===== src/rtl/spike_window_decoder_pkg.sv =====
// Shared definitions for the spike window decoder: default sizing and FSM states.
package spike_window_decoder_pkg;

  localparam int unsigned N_DEF       = 7;
  localparam int unsigned CNT_W_DEF   = 8;
  localparam int unsigned WIN_LEN_DEF = 200;
  localparam int unsigned RATE_TH_DEF = 3;

  // Window timer width; WIN_LEN is always below 2**16.
  localparam int unsigned WIN_W = 16;

  typedef enum logic [1:0] {
    ST_IDLE  = 2'd0,
    ST_COUNT = 2'd1,
    ST_HOLD  = 2'd2
  } state_t;

endpackage


===== src/rtl/spike_window_decoder_sat_counter.sv =====
// Per-neuron saturating spike counter. o_count_nxt is the count including the
// current cycle's sample, so the parent can latch final results on the last edge.
module spike_sat_counter #(
  parameter int unsigned CNT_W = 8
) (
  input  logic             clk,
  input  logic             reset_n,
  input  logic             i_clr,
  input  logic             i_en,
  input  logic             i_inc,
  output logic [CNT_W-1:0] o_count_nxt,
  output logic             o_sat
);

  logic [CNT_W-1:0] r_count;
  logic             w_at_max;

  assign w_at_max = &r_count;
  // An increment attempted while already at the maximum.
  assign o_sat    = i_en & i_inc & w_at_max;

  // Next count: add the sample unless already saturated.
  always_comb begin
    o_count_nxt = r_count;
    if (i_en && i_inc && !w_at_max) begin
      o_count_nxt = r_count + 1'b1;
    end
  end

  // Count register: cleared at window start/abort, otherwise tracks the next value.
  always_ff @(posedge clk or negedge reset_n) begin
    if (!reset_n) begin
      r_count <= '0;
    end else if (i_clr) begin
      r_count <= '0;
    end else begin
      r_count <= o_count_nxt;
    end
  end

endmodule


===== src/rtl/spike_window_decoder.sv =====
// Hopfield readout stage: counts spikes per neuron over a fixed window, thresholds
// the counts into a recalled pattern and offers it over a valid/ready handshake.
module spike_window_decoder
  import spike_window_decoder_pkg::*;
#(
  parameter int unsigned N       = N_DEF,
  parameter int unsigned CNT_W   = CNT_W_DEF,
  parameter int unsigned WIN_LEN = WIN_LEN_DEF,
  parameter int unsigned RATE_TH = RATE_TH_DEF
) (
  input  logic             clk,
  input  logic             reset_n,
  input  logic             start,
  input  logic             abort,
  input  logic [N-1:0]     spikes,
  input  logic             out_ready,
  output logic             busy,
  output logic             out_valid,
  output logic [N-1:0]     pattern_out,
  output logic [CNT_W-1:0] peak_count,
  output logic             sat_flag
);

  localparam logic [WIN_W-1:0] LAST = WIN_W'(WIN_LEN - 1);
  localparam logic [CNT_W-1:0] TH   = CNT_W'(RATE_TH);

  state_t           r_state;
  state_t           w_state_nxt;
  logic [WIN_W-1:0] r_win_cnt;
  logic             r_busy;
  logic             r_valid;
  logic [N-1:0]     r_pattern;
  logic [CNT_W-1:0] r_peak;
  logic             r_sat;

  logic             w_start_win;
  logic             w_clr;
  logic             w_en;
  logic             w_last;
  logic [CNT_W-1:0] w_cnt_nxt [N];
  logic [N-1:0]     w_sat;
  logic [N-1:0]     w_pattern;
  logic [CNT_W-1:0] w_peak;

  for (genvar g = 0; g < N; g++) begin : g_cnt
    spike_sat_counter #(
      .CNT_W(CNT_W)
    ) u_cnt (
      .clk         (clk),
      .reset_n     (reset_n),
      .i_clr       (w_clr),
      .i_en        (w_en),
      .i_inc       (spikes[g]),
      .o_count_nxt (w_cnt_nxt[g]),
      .o_sat       (w_sat[g])
    );
  end

  // Next-state and control strobes; abort outranks start and the handshake.
  always_comb begin
    w_state_nxt = r_state;
    w_start_win = 1'b0;
    w_clr       = 1'b0;
    w_en        = 1'b0;
    w_last      = 1'b0;
    unique case (r_state)
      ST_IDLE: begin
        if (!abort && start) begin
          w_state_nxt = ST_COUNT;
          w_start_win = 1'b1;
        end
      end
      ST_COUNT: begin
        if (abort) begin
          w_state_nxt = ST_IDLE;
          w_clr       = 1'b1;
        end else begin
          w_en = 1'b1;
          if (r_win_cnt == LAST) begin
            w_last      = 1'b1;
            w_state_nxt = ST_HOLD;
          end
        end
      end
      ST_HOLD: begin
        if (abort) begin
          w_state_nxt = ST_IDLE;
          w_clr       = 1'b1;
        end else if (out_ready) begin
          if (start) begin
            w_state_nxt = ST_COUNT;
            w_start_win = 1'b1;
          end else begin
            w_state_nxt = ST_IDLE;
          end
        end
      end
      default: w_state_nxt = ST_IDLE;
    endcase
    if (w_start_win) begin
      w_clr = 1'b1;
    end
  end

  // Threshold and max reduction over the counts including the current sample.
  always_comb begin
    w_pattern = '0;
    w_peak    = '0;
    for (int unsigned i = 0; i < N; i++) begin
      w_pattern[i] = (w_cnt_nxt[i] >= TH);
      if (w_cnt_nxt[i] > w_peak) begin
        w_peak = w_cnt_nxt[i];
      end
    end
  end

  // State register with busy/valid registered from the next state.
  always_ff @(posedge clk or negedge reset_n) begin
    if (!reset_n) begin
      r_state <= ST_IDLE;
      r_busy  <= 1'b0;
      r_valid <= 1'b0;
    end else begin
      r_state <= w_state_nxt;
      r_busy  <= (w_state_nxt == ST_COUNT);
      r_valid <= (w_state_nxt == ST_HOLD);
    end
  end

  // Window timer: restarted at window start, advanced on every sample.
  always_ff @(posedge clk or negedge reset_n) begin
    if (!reset_n) begin
      r_win_cnt <= '0;
    end else if (w_clr) begin
      r_win_cnt <= '0;
    end else if (w_en) begin
      r_win_cnt <= r_win_cnt + 1'b1;
    end
  end

  // Result registers latched on the last-sample edge; sat flag sticky per window.
  always_ff @(posedge clk or negedge reset_n) begin
    if (!reset_n) begin
      r_pattern <= '0;
      r_peak    <= '0;
      r_sat     <= 1'b0;
    end else begin
      if (w_last) begin
        r_pattern <= w_pattern;
        r_peak    <= w_peak;
      end
      if (w_start_win) begin
        r_sat <= 1'b0;
      end else if (|w_sat) begin
        r_sat <= 1'b1;
      end
    end
  end

  assign busy        = r_busy;
  assign out_valid   = r_valid;
  assign pattern_out = r_pattern;
  assign peak_count  = r_peak;
  assign sat_flag    = r_sat;

endmodule

===== config.mk =====
export PLATFORM = sky130hd
export DESIGN_NAME = spike_window_decoder
export DESIGN_NICKNAME = d
export VERILOG_FILES = /design/src/rtl/spike_window_decoder_pkg.sv /design/src/rtl/spike_window_decoder_sat_counter.sv /design/src/rtl/spike_window_decoder.sv
export SDC_FILE = /design/constraint.sdc
export NUM_CORES = 1
export LEC_CHECK = 0
export BUFFER_PORTS_ARGS = -buffer_cell sky130_fd_sc_hd__buf_2
export CAP_MARGIN = 20
export CORE_MARGIN = 4
export CORE_UTILIZATION = 45
export CTS_CLUSTER_DIAMETER = 30
export DETAILED_ROUTE_END_ITERATION = 16
export SYNTH_ARGS = -nofsm -noshare
export SYNTH_HDL_FRONTEND = slang
export SYNTH_SLANG_ARGS = --single-unit

===== constraint.sdc =====
create_clock -name clk -period 21.9 [get_ports clk]
set_clock_uncertainty 0.15 [all_clocks]
set_input_delay 3.285 -clock clk [delete_from_list [all_inputs] [get_ports clk]]
set_output_delay 3.285 -clock clk [all_outputs]
set_load 0.1 [all_outputs]

* After elaboration in Yosys (flattened, before gate mapping) *
Index checks and enable logic that the tools add are counted.

word-level totals
  register bits = 92
  bits of input ports = 12
  output and inout port bits = 18
  logic and storage cells = 135

cells by class
  add/subtract/negate cells = 8
  magnitude comparators = 14
  equal/unequal tests = 5
  multiplexer cells = 45
  bitwise logic cells = 14
  reductions and logical operators = 35

operator list
  cell                   number
  $mux 8                 21
  $add 8x1->8 const B    7
  $ge 8x2->1 const B     7
  $reduce_and 8->1       7
  $gt 8x8->1             6
  $mux 16                2
  $add 16x1->16 const B  1
  $eq 16x8->1 const B    1
  $logic_and 1x1->1      15
  $mux 1                 15
  $and 1x1->1            14
  $mux 2                 5
  $gt 8x1->1 const B     1
  $logic_not 1->1        8
  $reduce_or 7->1        1
  $pmux 2 s3             1
  $eq 2x1->1 const B     2
  $eq 2x2->1 const B     2
  $reduce_bool 2->1      2
  $logic_not 2->1        1
  $pmux 1 s2             1
  $reduce_or 2->1        1

* Depth between registers and ports, before layout *
Gate-level depths: netlist of run 1.

  depth in word-level cells = 19
  mapped depth = 63
  gate-level depth less buffers = 60

* Cells and area by module *
A second synthesis of run 1 with hierarchy kept.

unflattened totals
  cell total of the unflattened synthesis = 826
  area total of the unflattened synthesis = 7210.7 µm²

by module, submodules not included
  module                instances  cells each  area an instance (µm²)  seq. area each (µm²)
  spike_window_decoder  1          490         3847.4                  900.9
  spike_sat_counter     7          48          480.5                   200.2

* Least setup slack after synthesis of run 1 *
No wires, ideal clock.

  kind = in2reg
  start point = in abort
  end point = reg r_peak[4] (netlist: peak_count[4])
  arrival time = 14309 ps
  data required time = 21620 ps
  path slack = 7311 ps
  stages on the path = 55
  buffers on the path = 5
  cell sequence = buf_2 > nand3b_4 > or2_2 > a21o_1 > nor2_1 > xnor2_1 > inv_1 > ha_1 > a21oi_1 > o21a_1 > o22ai_2 > mux2_2 > ha_1 > a211oi_1 > nor2_1 > o31a_1 > nand2_1 > mux2_2 > [... 19 more ...] > nand4_1 > or3_1 > o41ai_1 > or4_1 > buf_2 > buf_6 > mux2_4 > ha_1 > o21a_1 > o21ai_0 > nand2b_1 > a21oi_1 > o21ai_0 > o31a_1 > clkbuf_1 > nand3_1 > o41ai_1 > nor3_1

on the way
  longest elaborated chain between the ends = 19

RTL lines
  what                             line                                    text
  from (decl)                      spike_window_decoder.sv:14              input logic abort,
  $mux 1                           spike_window_decoder.sv:74              if (abort) begin
  $mux 1                           spike_window_decoder.sv:66              unique case (r_state)
  $logic_and 1x1->1 (2 in series)  spike_window_decoder_sat_counter.sv:25  if (i_en && i_inc && !w_at_max) begin
  $mux 8                           spike_window_decoder_sat_counter.sv:25
  $gt 8x1->1                       spike_window_decoder.sv:111             if (w_cnt_nxt[i] > w_peak) begin
  $mux 8                           spike_window_decoder.sv:111
  $gt 8x8->1                       spike_window_decoder.sv:111
  $mux 8                           spike_window_decoder.sv:111
  [... 2 more ...]                 -
  $gt 8x8->1                       spike_window_decoder.sv:111
  $mux 8                           spike_window_decoder.sv:111
  $gt 8x8->1                       spike_window_decoder.sv:111
  $mux 8                           spike_window_decoder.sv:111
  $gt 8x8->1                       spike_window_decoder.sv:111
  $mux 8                           spike_window_decoder.sv:111
  $gt 8x8->1                       spike_window_decoder.sv:111
  $mux 8                           spike_window_decoder.sv:111
  to (signal assigned)             spike_window_decoder.sv:150             r_peak <= w_peak;
  to (decl)                        spike_window_decoder.sv:33              logic [CNT_W-1:0] r_peak;

Several ways; a longest one is shown, not always the timed one.
A chain may end at the register's enable or synchronous reset.

* Final worst setup path of run 1 *
  start point = in abort
  end point = reg r_peak[6] (netlist: peak_count[6])

The elaborated chain is that of the path after synthesis.

==> results.yml, run 1 <==
timing:
  slew_headroom: 0.4678
  slew_violations: 0
  timing.final.crit_share: 0.7369
  setup_violations: 0
  timing_hold_violations_final: 0
  fmax_ghz: 0.06196
  final.min_clock_period_ns: 16.14
  rsz0062_at_grt: "no"
  worst_pin_slew_ns: 0.7983
  totalNegativeSetupSlack_ns: 0
clock_network:
  htree_num_levels: 3
  cts_hold_buffers: 0
  cts_setup_buffers: 0
  clkLatencyLatePin_ns: 0.35
  cts.clk_slew.worst_paths_ns: 0.06
  clockRootBuffer: "clkbuf_16"
  cts_sinks: 92
  tritoncts: "yes"
  cts_resized: 0
  cts_buffers: 9
  clock_path_buffers: 2
placement:
  gp_congestion: 0.9107
  hpwl_mm: 12.53
  place_area_mm2: 0.007005
  portBuffers: 29
synth:
  synth_area_per_cell_um2: 8.767
  synthAdderAreaFrac: 0.1049
  post-synth-top-area-cell: "dfrtp_1"
  yosysMostFrequentCell: "nor2_1"
  ys_types: 71
  synth.area.top_cells: "dfrtp_1, ha_1, nor2_1"
  yosys.area_share.xor_xnor: 0.06556
  syn_inst: 762
  synthMuxAreaShare: 0.05975
  yosysTopAreaCellShare: 0.3446
  yosysSeqAreaShare: 0.3446
  syn_nets: 830
  yosys_warnings: 0
  ys_top_cells_by_count: "nor2_1, dfrtp_1, nand2_1, ha_1, inv_1"
  synth-seq-cells: 92
  synth-compound-area-share: 0.1577
  synthFlopType: "dfrtp_1"
  synthSimpleGateAreaFrac: 0.2270
  synth-edff-count: 0
  synth_top_family_by_area: "simple AND/OR/NAND/NOR gates"
  synthArstFlopShare: 1.000
  syn_area_mm2: 0.006680
die:
  io_pins: 30
  die_x_um: 129.8
  std_cell_rows: 44
  start_util: 0.4596
  fp.dieH_um: 129.8
  die_area_mm2: 0.01686
  coreArea_mm2: 0.01453
hold_path:
  min_from: "pattern_out[4]$_DFFE_PN0P_"
  hold_class: "register to register"
global_routing:
  overflow: 0
  grt.total_usage: 0.2043
  grt_antenna_before_repair: 0
  grt_pass1_wl_mm: 27.40
  grt_max_degree: 63
  grt_pass1_vias: 5591
finish:
  diodes: 0
  syn_to_final_growth_pct: 9.421
  fin_area_mm2: 0.007310
  fillers: 1436
  final_nets: 854
  final_layout_size_suffix_gt1_frac: 0.1100
worst_setup_path:
  cp-startpoint: "abort"
  r2r-start: "r_state[1]$_DFF_PN0_"
  cp.buffers_inverters: 2
  cp_top_family: "compound AO/OA/AOI/OAI gates"
  crit_fanout: 18
  arrival_ns: 16.24
  cp.required_ns: 22.01
  end_kind: "register"
  crit_slowest_cell: "a221oi_1"
  cpPeakStageDelay_ns: 0.60
  critPathKind: "input pin to register"
  crit_path_start_kind: "input pin"
  ff2ff_setup_slack_ns: 8.04
detailed_routing:
  avgRoutedWirePerCell_um: 16.80
  vias: 5537
  dr.pass1.iters: 5
  drtAntennaViolNets: 0
  wl_mm: 16.38
  drcViolationCount: 0
  vias_per_cell: 5.679
  drt_iter0_markers: 370
status:
  status: "complete, no violations"
run:
  maxCapViolations: 0
-- tightest hold or removal path: stages, from the launching register on --
cell and delay (ns):
dfrtp_1 0.34, nand2_1 0.04, o21ai_0 0.06
-- stage by stage --
| stage | hold WS [ns] | util | cells | setup slack [ns] |
|---|---|---|---|---|
| after floorplan | 0.3687 | - | 762 | 7.311 |
| after global placement | 0.3143 | 0.4820 | 959 | 6.047 |
| final | 0.3396 | 0.5029 | 975 | 5.761 |
| after detailed placement | 0.3231 | 0.4820 | 959 | 5.687 |
| after global routing | 0.3823 | 0.5029 | 975 | 4.702 |
| after CTS | 0.3390 | 0.5029 | 975 | 5.977 |
-- state kept, by name, indices dropped and copies added (netlist names) --
signal	cells
g_cnt.u_cnt.r_count	56
r_state	2
r_win_cnt	16
pattern_out	7
out_valid	1
sat_flag	1
busy	1
peak_count	8
-- per-layer routing --
layer | part of all wire | vias to the layer above | global-route usage | wire [um]
li1 | - | 2756 | - | -
met1 | 0.48 | 2644 | 0.2835 | 7871
met2 | 0.46 | 112 | 0.3230 | 7469
met3 | 0.036 | 25 | 0.02538 | 584
met4 | 0.028 | 0 | 0.08741 | 459
met5 | 0 | - | 0 | 0
-- cells in the final DEF, fill, tap and decap left out, drive strengths merged, types with 6 or more instances in the layout --
master,netlist,layout
and4,6,6
a211oi,8,8
nand3,34,34
dfrtp,92,92
clkbuf,16,11
nor2,107,107
a21o,14,14
nand4,18,18
o41ai,6,6
buf,4,33
mux2i,17,17
nor4,6,6
nand2b,8,8
nor2b,10,10
xnor2,24,24
and3,15,15
inv,49,49
mux2,19,19
xor2,26,26
ha,56,56
a31oi,6,6
o211ai,10,10
nand2,59,59
a21oi,33,33
or3,10,10
nor3,12,12
o21ai,38,38
-- area by class of cell --
type	instances	area, um^2	share of cell area
multi-input combinational	601	4111	0.5625
clock inverter	5	61.31	0.008388
inverter	49	183.9	0.02516
tap	184	230.2	0.03150
clock buffer	11	242.7	0.03321
timing repair buffer	33	177.7	0.02431
sequential	92	2302	0.3150
-- worst paths after layout --
kind,endpoint,depth (start not counted)
min,pattern_out[4]$_DFFE_PN0P_,2
max,peak_count[6]$_DFFE_PN0P_,54
min reg2reg,pattern_out[4]$_DFFE_PN0P_,2
max reg2reg,peak_count[6]$_DFFE_PN0P_,55
max in group asynchronous,g_cnt[5].u_cnt.r_count[1]$_DFF_PN0_,2
min in group asynchronous,g_cnt[0].u_cnt.r_count[7]$_DFF_PN0_,1
-- logic make-up after synthesis --
group,Yosys count
flip-flops,92
adder cells (fa/ha/maj),56
XOR/XNOR,50
AO/OA/AOI/OAI,152
buffers and inverters,69
multiplexers,36
AND/OR/NAND/NOR,307
Power of run 1 is left out: the tool's default activity adds up to more than one toggle a clock period on the data nets, which glitch-free logic cannot reach.
==> run 2: changes to the inputs <==
ABC_AREA = 1   (was not set)
clock period = 16.8 ns   (was 21.9 ns; I/O delays follow)
==> run 2 against run 1 <==
Against the previous run: flip-flop and latch count stayed put; critical endpoint is now peak_count[5]$_DFFE_PN0P_; sequential share of layout area fell by 0.49 points; synthesized area increased by 1.3%; utilization is 0.41 points higher.
==> results.yml, run 2 <==
synth:
  synthArstFlopShare: 1.000
  yosysMostFrequentCell: "nand2_1"
  ys_top_cells_by_count: "nand2_1, inv_1, nor2_1, dfrtp_1, nand3_1"
  yosysTopAreaCellShare: 0.3400
  synth-seq-cells: 92
  synthFlopType: "dfrtp_1"
  ys_types: 47
  synth-edff-count: 0
  yosysSeqAreaShare: 0.3400
  synth.area.top_cells: "dfrtp_1, ha_1, nand2_1"
  syn_nets: 984
  synth_area_per_cell_um2: 7.391
  syn_area_mm2: 0.006770
  syn_inst: 916
  yosys_warnings: 0
  post-synth-top-area-cell: "dfrtp_1"
finish:
  regArea_mm2: 0.002302
  stdcell_count: 1135
  final_layout_size_suffix_gt1_frac: 0.1052
  final_common_cell: "nand2_1"
  fin_util: 0.5070
  largest_reg_flops: 56
  diodes: 0
  final_nets: 1014
  regMostFlops: "g_cnt.u_cnt.r_count"
  syn_to_final_growth_pct: 9.665
  fillers: 1472
  multi_input_area_mm2: 0.003811
  mostFrequentLayoutCells: "nand2_1, inv_1, nor2_1, dfrtp_1, nand3_1"
placement:
  portBuffers: 29
  placed_cells: 1119
  post-place-ws_ns: 4.430
  hpwl_mm: 12.38
  gp_congestion: 0.8570
die:
  coreArea_mm2: 0.01464
  die_area_mm2: 0.01707
  std_cell_rows: 44
  io_pins: 30
  fp.dieH_um: 130.7
  start_util: 0.4623
  die_x_um: 130.7
timing:
  final.min_clock_period_ns: 12.13
  fmax_ghz: 0.08247
  slew_violations: 0
  timing.final.crit_share: 0.7218
  slew_headroom: 0.4719
  totalNegativeSetupSlack_ns: 0
  rsz0062_at_grt: "no"
  worst_pin_slew_ns: 0.7922
  setup_violations: 0
  timing_hold_violations_final: 0
  timing.final.ws_setup_ns: 4.674
detailed_routing:
  drt_iter0_markers: 397
  drcViolationCount: 0
  avgRoutedWirePerCell_um: 14.09
  drtAntennaViolNets: 0
  vias_per_cell: 5.085
  wl_mm: 15.99
  vias: 5771
  dr.pass1.iters: 5
clock_network:
  clkLatencyLatePin_ns: 0.36
  cts_buffers: 9
  cts_setup_buffers: 0
  cts_hold_buffers: 0
  htree_num_levels: 3
  clock_path_buffers: 2
  cts_resized: 0
  cts.clk_slew.worst_paths_ns: 0.07
  cts_sinks: 92
  tritoncts: "yes"
  clockRootBuffer: "clkbuf_16"
global_routing:
  overflow: 0
  grt_antenna_before_repair: 0
  grt_pass1_vias: 5582
  grt_max_degree: 62
  grt.total_usage: 0.2017
  grt_pass1_wl_mm: 27.12
worst_setup_path:
  cp.required_ns: 16.95
  crit_path_start_kind: "input pin"
  reg2reg_depth: 61
  end_kind: "register"
  crit_slowest_cell: "o21ai_0"
  arrival_ns: 12.27
  crit_fanout: 16
  cp_common_cell: "nand2_1"
  critPathKind: "input pin to register"
  cpPeakStageDelay_ns: 0.36
status:
  status: "complete, no violations"
run:
  maxCapViolations: 0
hold_path:
  hold_depth: 1
  hold_class: "register to register"
[run 2: cell types whose count changed after synthesis, moves of 14 or more]
cell,before,now
nand2_1,59,165
o21ai_0,37,54
inv_1,49,150
mux2_2,15,0
xnor2_1,24,10
and3_1,15,1
mux2i_1,16,1
nand3_1,34,68
nand2_2,0,23
[run 2: path summary, 6_finish.rpt]
kind	startpoint	end	slack [ns]
worst max-delay path	abort	peak_count[5]$_DFFE_PN0P_	4.67
worst min-delay path	r_win_cnt[4]$_DFFE_PN0P_	r_win_cnt[4]$_DFFE_PN0P_	0.32
worst max register to register	r_state[1]$_DFF_PN0_	peak_count[5]$_DFFE_PN0P_	6.34
worst min register to register	r_win_cnt[4]$_DFFE_PN0P_	r_win_cnt[4]$_DFFE_PN0P_	0.32
max in group asynchronous	reset_n	g_cnt[3].u_cnt.r_count[4]$_DFF_PN0_	13.43
min in group asynchronous	reset_n	r_win_cnt[8]$_DFFE_PN0P_	1.94
[run 2: routing by layer]
metal	wire length [um]	track usage	vias up
met2	7273	0.3266	102
met1	7857	0.2740	2632
met4	311	0.06897	0
met5	0	0	-
met3	550	0.03455	21
li1	-	-	3016
[run 2: cells by family after synthesis]
| family | Yosys count | share of synthesized area |
|---|---|---|
| adder cells (fa/ha/maj) | 56 | 0.1035 |
| XOR/XNOR | 46 | 0.05951 |
| AO/OA/AOI/OAI | 111 | 0.09518 |
| AND/OR/NAND/NOR | 437 | 0.3029 |
| multiplexers | 1 | 0.001479 |
| flip-flops | 92 | 0.3400 |
| buffers and inverters | 173 | 0.09739 |
[run 2: through the flow]
| step | hold WS (ns) | instance area, um^2 |
|---|---|---|
| 2_1_floorplan | 0.2828 | 6770 |
| 6_report | 0.3206 | 7425 |
| 4_1_cts | 0.3247 | 7425 |
| 3_5_place_dp | 0.3099 | 7118 |
| 3_3_place_gp | 0.3074 | 7118 |
| 5_1_grt | 0.3402 | 7425 |
[run 2: cell type report]
type,instances,share of cell area
clock buffers,9,0.03033
clock inverters,7,0.01095
inverters,159,0.08038
multi-input cells,651,0.5133
flip-flops and latches,92,0.3101
well taps,184,0.03101
repair buffers,33,0.02393
[run 2: critical path, delay by kind of cell]
family          cells  cell delay [ns]
fa+ha+maj           6             1.81
simple gates       30             3.86
buf+inv             8             0.71
compound gates     16             3.03
xor+xnor            1             0.29
Power of run 2 is left out for the same reason.
